--- src/rtl/multicycle_sequencer_pkg.sv ---
// Shared encodings for the multicycle ARM control path: state codes,
// datapath select codes, ALU command decode and condition codes.
package multicycle_sequencer_pkg;

    typedef enum logic [3:0] {
        S_FETCH  = 4'd0,
        S_DECODE = 4'd1,
        S_MEMADR = 4'd2,
        S_MEMRD  = 4'd3,
        S_MEMWB  = 4'd4,
        S_MEMWR  = 4'd5,
        S_EXECR  = 4'd6,
        S_EXECI  = 4'd7,
        S_ALUWB  = 4'd8,
        S_BRANCH = 4'd9
    } state_t;

    localparam logic [1:0] ALU_ADD = 2'b00;
    localparam logic [1:0] ALU_SUB = 2'b01;
    localparam logic [1:0] ALU_AND = 2'b10;
    localparam logic [1:0] ALU_ORR = 2'b11;

    localparam logic [1:0] RES_ALUOUT    = 2'b00;
    localparam logic [1:0] RES_READDATA  = 2'b01;
    localparam logic [1:0] RES_ALURESULT = 2'b10;

    localparam logic [1:0] SRCB_RM     = 2'b00;
    localparam logic [1:0] SRCB_EXTIMM = 2'b01;
    localparam logic [1:0] SRCB_FOUR   = 2'b10;

    localparam logic [3:0] CMD_AND = 4'b0000;
    localparam logic [3:0] CMD_SUB = 4'b0010;
    localparam logic [3:0] CMD_ADD = 4'b0100;
    localparam logic [3:0] CMD_CMP = 4'b1010;
    localparam logic [3:0] CMD_ORR = 4'b1100;

    localparam logic [3:0] COND_EQ = 4'b0000;
    localparam logic [3:0] COND_NE = 4'b0001;
    localparam logic [3:0] COND_CS = 4'b0010;
    localparam logic [3:0] COND_CC = 4'b0011;
    localparam logic [3:0] COND_MI = 4'b0100;
    localparam logic [3:0] COND_PL = 4'b0101;
    localparam logic [3:0] COND_VS = 4'b0110;
    localparam logic [3:0] COND_VC = 4'b0111;
    localparam logic [3:0] COND_HI = 4'b1000;
    localparam logic [3:0] COND_LS = 4'b1001;
    localparam logic [3:0] COND_GE = 4'b1010;
    localparam logic [3:0] COND_LT = 4'b1011;
    localparam logic [3:0] COND_GT = 4'b1100;
    localparam logic [3:0] COND_LE = 4'b1101;
    localparam logic [3:0] COND_AL = 4'b1110;

    // Unrecognised commands fall back to ADD.
    function automatic logic [1:0] alu_decode(input logic [3:0] cmd);
        case (cmd)
            CMD_ADD: alu_decode = ALU_ADD;
            CMD_SUB: alu_decode = ALU_SUB;
            CMD_AND: alu_decode = ALU_AND;
            CMD_ORR: alu_decode = ALU_ORR;
            CMD_CMP: alu_decode = ALU_SUB;
            default: alu_decode = ALU_ADD;
        endcase
    endfunction

endpackage

--- src/rtl/multicycle_sequencer_cond_check.sv ---
// Combinational ARM condition evaluation of Cond against {N,Z,C,V};
// shared with the single-cycle control path. Code 1111 never executes.
module cond_check
    import multicycle_sequencer_pkg::*;
(
    input  logic [3:0] cond,
    input  logic [3:0] flags,
    output logic       cond_ex
);

    logic n, z, c, v;

    assign {n, z, c, v} = flags;

    always_comb begin
        case (cond)
            COND_EQ: cond_ex = z;
            COND_NE: cond_ex = ~z;
            COND_CS: cond_ex = c;
            COND_CC: cond_ex = ~c;
            COND_MI: cond_ex = n;
            COND_PL: cond_ex = ~n;
            COND_VS: cond_ex = v;
            COND_VC: cond_ex = ~v;
            COND_HI: cond_ex = c & ~z;
            COND_LS: cond_ex = ~c | z;
            COND_GE: cond_ex = (n == v);
            COND_LT: cond_ex = (n != v);
            COND_GT: cond_ex = ~z & (n == v);
            COND_LE: cond_ex = z | (n != v);
            COND_AL: cond_ex = 1'b1;
            default: cond_ex = 1'b0;
        endcase
    end

endmodule

--- src/rtl/multicycle_sequencer.sv ---
// Multicycle ARM control FSM: sequences the shared datapath through
// fetch/decode/execute/writeback, owns NZCV and stretches on MemReady.
//
// state    | meaning
// FETCH    | read instruction at PC, PC <= PC+4 on MemReady
// DECODE   | read registers, evaluate condition, dispatch on Op
// MEMADR   | compute load/store address Rn +/- imm
// MEMRD    | load data read, wait for MemReady
// MEMWB    | write loaded data to Rd (or PC)
// MEMWR    | store data write, wait for MemReady
// EXECR    | data-processing, register operand
// EXECI    | data-processing, immediate operand
// ALUWB    | write ALU result to Rd (or PC)
// BRANCH   | PC <= PC+8+imm
module multicycle_sequencer
    import multicycle_sequencer_pkg::*;
#(
    parameter bit MEM_WAIT_EN = 1'b1
) (
    input  logic       CLK,
    input  logic       RST_N,
    input  logic [3:0] Cond,
    input  logic [1:0] Op,
    input  logic [5:0] Funct,
    input  logic [3:0] Rd,
    input  logic [3:0] ALUFlags,
    input  logic       MemReady,
    output logic       PCWrite,
    output logic       IRWrite,
    output logic       RegWrite,
    output logic       MemWrite,
    output logic       AdrSrc,
    output logic       ALUSrcA,
    output logic [1:0] ALUSrcB,
    output logic [1:0] ResultSrc,
    output logic [1:0] ALUControl,
    output logic [1:0] ImmSrc,
    output logic [1:0] RegSrc,
    output logic [3:0] Flags,
    output logic       InstrDone
);

    state_t     state;
    logic       cond_ex;
    logic       cond_ex_q;
    logic       mem_rdy;
    logic       is_cmp;
    logic       is_arith;
    logic [1:0] flag_w;
    logic       rd_is_pc;

    cond_check u_cond_check (
        .cond    (Cond),
        .flags   (Flags),
        .cond_ex (cond_ex)
    );

    assign mem_rdy  = MEM_WAIT_EN ? MemReady : 1'b1;
    assign is_cmp   = (Funct[4:1] == CMD_CMP);
    assign is_arith = (Funct[4:1] == CMD_ADD) || (Funct[4:1] == CMD_SUB) || is_cmp;
    assign flag_w[1] = Funct[0] | is_cmp;
    assign flag_w[0] = flag_w[1] & is_arith;
    assign rd_is_pc = (Rd == 4'b1111);

    assign ImmSrc    = Op;
    assign RegSrc[0] = (Op == 2'b10);
    assign RegSrc[1] = (Op == 2'b01);

    always_ff @(posedge CLK or negedge RST_N) begin
        if (!RST_N) begin
            state     <= S_FETCH;
            Flags     <= 4'b0000;
            cond_ex_q <= 1'b0;
        end else begin
            case (state)
                S_FETCH: if (mem_rdy) state <= S_DECODE;
                S_DECODE: begin
                    cond_ex_q <= cond_ex;
                    if (!cond_ex || Op == 2'b11) state <= S_FETCH;
                    else if (Op == 2'b01)        state <= S_MEMADR;
                    else if (Op == 2'b10)        state <= S_BRANCH;
                    else if (Funct[5])           state <= S_EXECI;
                    else                         state <= S_EXECR;
                end
                S_MEMADR: state <= Funct[0] ? S_MEMRD : S_MEMWR;
                S_MEMRD:  if (mem_rdy) state <= S_MEMWB;
                S_MEMWR:  if (mem_rdy) state <= S_FETCH;
                S_EXECR, S_EXECI: begin
                    if (cond_ex_q) begin
                        if (flag_w[1]) Flags[3:2] <= ALUFlags[3:2];
                        if (flag_w[0]) Flags[1:0] <= ALUFlags[1:0];
                    end
                    state <= is_cmp ? S_FETCH : S_ALUWB;
                end
                default: state <= S_FETCH;
            endcase
        end
    end

    always_comb begin
        PCWrite    = 1'b0;
        IRWrite    = 1'b0;
        RegWrite   = 1'b0;
        MemWrite   = 1'b0;
        AdrSrc     = 1'b0;
        ALUSrcA    = 1'b0;
        ALUSrcB    = SRCB_RM;
        ResultSrc  = RES_ALUOUT;
        ALUControl = ALU_ADD;
        InstrDone  = 1'b0;
        case (state)
            S_FETCH: begin
                ALUSrcA   = 1'b1;
                ALUSrcB   = SRCB_FOUR;
                ResultSrc = RES_ALURESULT;
                IRWrite   = mem_rdy;
                PCWrite   = mem_rdy;
            end
            S_DECODE: begin
                ALUSrcA   = 1'b1;
                ALUSrcB   = SRCB_FOUR;
                InstrDone = ~cond_ex | (Op == 2'b11);
            end
            S_MEMADR: begin
                ALUSrcB    = SRCB_EXTIMM;
                ALUControl = Funct[3] ? ALU_ADD : ALU_SUB;
            end
            S_MEMRD: AdrSrc = 1'b1;
            S_MEMWB: begin
                ResultSrc = RES_READDATA;
                PCWrite   = rd_is_pc;
                RegWrite  = ~rd_is_pc;
                InstrDone = 1'b1;
            end
            S_MEMWR: begin
                AdrSrc    = 1'b1;
                MemWrite  = 1'b1;
                InstrDone = mem_rdy;
            end
            S_EXECR, S_EXECI: begin
                ALUSrcB    = (state == S_EXECI) ? SRCB_EXTIMM : SRCB_RM;
                ALUControl = alu_decode(Funct[4:1]);
                InstrDone  = is_cmp;
            end
            S_ALUWB: begin
                PCWrite   = rd_is_pc;
                RegWrite  = ~rd_is_pc;
                InstrDone = 1'b1;
            end
            S_BRANCH: begin
                ALUSrcB   = SRCB_EXTIMM;
                ResultSrc = RES_ALURESULT;
                PCWrite   = 1'b1;
                InstrDone = 1'b1;
            end
            default: ;
        endcase
        // Reset abandons the instruction: no strobe may leak while it is held.
        if (!RST_N) begin
            PCWrite   = 1'b0;
            IRWrite   = 1'b0;
            RegWrite  = 1'b0;
            MemWrite  = 1'b0;
            InstrDone = 1'b0;
        end
    end

endmodule

--- config.mk ---
export PLATFORM = sky130hd
export DESIGN_NAME = multicycle_sequencer
export DESIGN_NICKNAME = d
export VERILOG_FILES = /design/src/rtl/multicycle_sequencer_pkg.sv /design/src/rtl/multicycle_sequencer_cond_check.sv /design/src/rtl/multicycle_sequencer.sv
export SDC_FILE = /design/constraint.sdc
export NUM_CORES = 1
export LEC_CHECK = 0
export ABC_AREA = 1
export CAP_MARGIN = 5
export CORE_MARGIN = 3
export CORE_UTILIZATION = 62
export DETAILED_ROUTE_END_ITERATION = 10
export DONT_BUFFER_PORTS = 1
export PLACE_DENSITY_LB_ADDON = 0.12
export SETUP_SLACK_MARGIN = 0.02
export SYNTH_ARGS = -nofsm -noshare
export SYNTH_HDL_FRONTEND = slang
export SYNTH_HIERARCHICAL = 1
export SYNTH_SLANG_ARGS = --single-unit
--- constraint.sdc ---
create_clock -name CLK -period 2.3 [get_ports CLK]
set_clock_uncertainty 0.15 [all_clocks]
set_input_delay 0.46 -clock CLK [delete_from_list [all_inputs] [get_ports CLK]]
set_output_delay 0.46 -clock CLK [all_outputs]
set_load 0.005 [all_outputs]
; ---- Word-level counts from Yosys, hierarchy flattened
; Index checks and enable logic that the tools add are counted.
[classes]
n_eq_ne = 36
shift = 0
bitwise_logic = 13
magnitude_cmp = 0
addsub = 0
mux = 29
mul = 0
div_mod_pow = 0
n_reduce_logical = 18
[op_table]
columns = cell, count
row1 = $eq 4x4->1 const B, 12
row2 = $eq 4x3->1 const B, 9
row3 = $mux 4, 7
row4 = $pmux 4 s6, 1
row5 = $eq 4x2->1 const B, 5
row6 = $pmux 1 s15, 1
row7 = $reduce_or 2->1, 7
row8 = $mux 1, 13
row9 = $logic_not 4->1, 3
row10 = $pmux 2 s3, 2
row11 = $reduce_and 3->1, 3
row12 = $eq 4x1->1 const B, 2
row13 = $pmux 2 s2, 2
row14 = $ne 2x2->1 const B, 3
row15 = $not 1->1, 6
row16 = $eq 2x2->1 const B, 2
row17 = $or 1x1->1, 4
row18 = $pmux 1 s4, 1
row19 = $and 1x1->1, 3
row20 = $logic_or 1x1->1, 3
row21 = $mux 3, 1
row22 = $pmux 1 s3, 1
row23 = $reduce_or 3->1, 1
row24 = $eq 2x1->1 const B, 1
row25 = 3 further kinds, 3
[word_totals]
ramBits = 0
latchBits = 0
mem_bits_ro = 0
out_inout_bits = 21
memories = 0
input_bits = 23
reg_bits = 9

; ---- Longest topological paths before layout
[logic_depth]
depth_word = 7
mapped_depth = 16
ltp_nobuf = 16

; ---- Hierarchy
; The synthesis kept the hierarchy.
[modules_own_cells]
columns = mod, cells_each, seq_area_each_um2, instances, area_each_um2
row1 = multicycle_sequencer, 130, 225.2, 1, 810.8
row2 = cond_check, 55, 0.0, 1, 229.0

; ---- Worst setup path before layout
; No wires, ideal clock.
[synth_path]
path_type = input -> output
start = input port Cond[3]
end = output port InstrDone
t_arrival_ns = 1.341
path_slack_ns = 0.349
n_path_buf = 0
stages = 15
path_cell_list = nand2_1 > clkinv_1 > nand3_1 > nand2_1 > nand2_1 > nand2_1 > nor2_1 > nand2_1 > inv_1 > nor2_1 > inv_1 > nand2_1 > nand2_1 > nor2_1 > nor2_1
[synth_via]
elab_chain_len = 6
word_cells_on_any_way = 20
[synth_rtl]
columns = element, line_no
row1 = "start, declared", multicycle_sequencer.sv:22  ; input logic [3:0] Cond,
row2 = "$eq 4x4->1, or another cell as far along", multicycle_sequencer_cond_check.sv:16  ; case (cond)
row3 = $pmux 1 s15 *, multicycle_sequencer_cond_check.sv:16
row4 = net cond_ex, multicycle_sequencer.sv:44  ; logic cond_ex;
row5 = $not 1->1 *, multicycle_sequencer.sv:122  ; InstrDone = ~cond_ex | (Op == 2'b11);
row6 = $or 1x1->1 *, multicycle_sequencer.sv:122
row7 = $pmux 1 s4 *, multicycle_sequencer.sv:111  ; case (state)
row8 = $mux 1 *, multicycle_sequencer.sv:159  ; if (!RST_N) begin
row9 = "end, declared", multicycle_sequencer.sv:40  ; output logic InstrDone
; The timed path passes the listed nets; every way through them passes the cells marked *.

; ---- Worst setup path after layout
[layout_path]
start = register Flags[0]
end = output port InstrDone
[layout_via]
elab_chain_len = 7
word_cells_on_any_way = 10
[layout_rtl]
columns = element, line_no
row1 = "start, declared", multicycle_sequencer.sv:39  ; output logic [3:0] Flags,
row2 = "start signal, assigned", multicycle_sequencer.sv:91  ; if (flag_w[0]) Flags[1:0] <= ALUFlags[1:0];
row3 = $ne 1x1->1 / $eq 1x1->1 (equally long branches), n/a
row4 = $or 1x1->1 / $and 1x1->1 (equally long branches), "multicycle_sequencer_cond_check.sv:30, multicycle_sequencer_cond_check.sv:29"
row5 = $pmux 1 s15 *, multicycle_sequencer_cond_check.sv:16
row6 = net cond_ex, multicycle_sequencer.sv:44
row7 = $not 1->1 *, multicycle_sequencer.sv:122
row8 = $or 1x1->1 *, multicycle_sequencer.sv:122
row9 = $pmux 1 s4 *, multicycle_sequencer.sv:111
row10 = $mux 1 *, multicycle_sequencer.sv:159
; Marks and branches as above.

==> flow_summary.yaml <==
floorplan:
  die_w_um: 46.95
  die_area_mm2: 0.002204
  start_util_pct: 67.45
  core_mm2: 0.001541
  die_y_um: 46.95
  rows: 14
  pin_count: 44
setup_path:
  crit_type: "register to output pin"
  crit_buf_inv: 4
  start_kind: "register"
  critPathMaxStageDelay_ns: 0.43
  critical_path.cell_chain: "inv_2 > buf_4 > nand2_1 > nand2_1 > nand2_1 > nand3_1 > nor2_1 > nand2_1 > inv_1 > nor2_1 > inv_1 > nand2_1 > nand2_1 > nor2_1 > nor2_1"
  critPathMaxFanout: 6
  end_kind: "output pin"
  crit_arrival_ns: 1.74
  cp_slowest_cell: "dfrtp_2"
  crit_top_cell: "nand2_1"
  critical-path-top-delay-family: "simple AND/OR/NAND/NOR gates"
  required_ns: 1.69
pwr:
  pwr-share-clk_pct: 12.0
  netSwitchingFraction_pct: 52.73
  p_leak_uw: 0.0006092
  share_seq_of_total_power_pct: 31.5
  ir_drop_v: 0.0005671
  intPower_uw: 471.6
  p_comb_share_pct: 56.4
  power_density_mw_per_mm2: 907.2
  power.switching_uw: 526.1
route:
  wl_um: 2431
  first_pass_iters: 4
  ant_nets: 0
  post_drt_wl_per_cell_um: 11.92
  vias_per_cell: 5.676
  drt_iter0_markers: 34
  drc_errors: 0
  route.vias.total: 1158
cts:
  clock_sinks: 9
  htreeDepth: 1
  cts_tree: "yes"
  cts_buffer_depth: 2
  ctsRootBufferMaster: "clkbuf_4"
  insertion_delay_ns: 0.25
  path_clk_slew_ns: 0.06
  cts_buffers: 3
yosys:
  synth_xor_area_share_pct: 0
  synth-simple-area-share_pct: 54.87
  ys_seq_area_share_pct: 21.66
  ys_seq_elements: 9
  synth_compound_area_share_pct: 6.498
  ys_types: 22
  synth.area.mux_share_pct: 0
  avgSynthCellArea_um2: 5.620
  synth_top_family_by_area: "simple AND/OR/NAND/NOR gates"
  synth_cells: 185
  netlist_area_mm2: 0.001040
  synth_fa_ha_area_share_pct: 3.610
  yosys_warnings: 6
  synthesis.nets: 211
sta:
  relSlewSlack_pct: 72.58
  drv_slew: 0
  finalSetupTns_ns: -0.05281
  holdWs_ns: 0.1926
  period_share_pct: 102.3
  rsz0062_at_grt: "yes"
  finalHoldViolCount: 0
  tightestPinTransition_ns: 0.4099
  fmax_mhz: 425.0
  finalWorstSetupSlack_ns: -0.05281
  min_period_ns: 2.353
  setup_violations: 1
status:
  outcome: "finished with violations"
  violations: "negative setup slack"
cells_and_area:
  antenna_cells: 0
  syn_to_final_growth_pct: 5.776
  drive_above_1_share_pct: 12.77
  final_core_util_pct: 71.35
  fin_nets: 215
placement:
  detailed_place_hpwl_um: 2009
  port-buffer-count: 0
  place_congestion: 0.8685
  place_ws_ns: 0.1744
global_routing:
  grt_first_pass_wirelength_um: 3857
  antenna_found_initial: 0
  gr-total-overflow: 0
  grtUsageTotal_pct: 23.59
  first_global_vias: 970
  grt_max_degree: 10
worst_hold_path:
  min_path_type: "primary input to register"
job:
  drv_cap: 0
## sequential cells by signal, summed over array words and instances, names as in the netlist
name,count
state,4
cond_ex_q,1
Flags,4
## power groups by stage
| stage | clock network [µW] | registers, µW | logic (µW) |
|---|---|---|---|
| floorplan | 0 | 266 | 503 |
| global placement | 0 | 308 | 533 |
| detailed placement | 0 | 312 | 545 |
| CTS | 122 | 312 | 558 |
| global route | 133 | 325 | 657 |
| finish | 120 | 315 | 563 |
## through the flow
stage / power (µW) / instance area [µm²] / instances
after CTS: 992.8 / 1087 / 204
after detailed placement: 857.7 / 1033 / 198
final: 997.7 / 1100 / 204
after global placement: 841.4 / 1033 / 198
after floorplan: 769.1 / 1040 / 185
after global routing: 1115 / 1100 / 204
## final timing paths
check,cells past startpoint,slack (ns),startpoint,to
setup / recovery,15,-0.05,Flags[0],InstrDone
hold / removal,2,0.19,ALUFlags[3],Flags[3]
setup reg to reg,15,0.55,Flags[3],state[2]
hold reg to reg,2,0.36,cond_ex_q,cond_ex_q
max in group asynchronous,1,1.27,RST_N,Flags[3]
min in group asynchronous,1,0.42,RST_N,Flags[1]
## cell usage in the layout, fill, tap and decap left out, types with 3 or more instances in the layout
master / count
nor2_1: 24
nor2_4: 4
o21ai_0: 4
clkbuf_4: 3
nand2_1: 64
inv_2: 3
inv_1: 23
nor3_1: 3
nand4_1: 3
dfrtp_2: 3
dfrtp_1: 6
nand2_2: 4
ha_1: 3
nand3_1: 24
## timing repair
item | in CTS | in global routing
resized for setup | 6 | 4
pin swaps | 2 | 1
setup endpoints to repair | 1 | 1
hold buffers | 1 | 0
buffers inserted | 1 | 0
hold endpoints to repair | 9 | 0
gates cloned | 0 | 0
## area by class of cell
class | count | area, µm²
clock buffers | 3 | 22.52
clock inverters | 1 | 5.005
fillers | 139 | 441.7
inverters | 28 | 105.1
multi-input cells | 144 | 693.2
flip-flops and latches | 9 | 229.0
well taps | 16 | 20.02
repair buffers | 3 | 25.02
## worst reg2reg max path: cells and delay by family, from the launching register on
kind	cells	cell delay [ns]
AND/OR/NAND/NOR	12	0.86
buffers and inverters	3	0.21
flip-flops	1	0.46
## cells by family (layout without fill, tap and decap cells)
family / Yosys count / in the layout
buf+inv: 32 / 35
fa+ha+maj: 3 / 3
simple gates: 130 / 130
compound gates: 11 / 11
flops: 9 / 9
## cells in the mapped netlist, drive strengths merged
library cell,n,area [µm²]
nand2,68,257.8
nor2,29,141.4
inv,26,97.59
nand3,26,130.1
dfrtp,9,225.2
o21ai,5,28.78
buf,4,33.78
ha,3,37.54
nand4,3,18.77
nor3,3,15.01
a21oi,2,10.01
clkinv,2,7.510
o211ai,2,15.01
a211oi,1,7.510
a31oi,1,6.260
nand3b,1,7.510
## per-layer routing
metal | part of all wire, % | vias up | wire length, µm | global-route usage [%]
li1 | - | 589 | - | -
met1 | 46 | 523 | 1127 | 31.76
met3 | 5.8 | 4 | 140 | 3.065
met2 | 47 | 42 | 1135 | 39.84
met4 | 1.2 | 0 | 29 | 6.077
met5 | 0 | - | 0 | 0
Power figures use the tool's default switching activity.
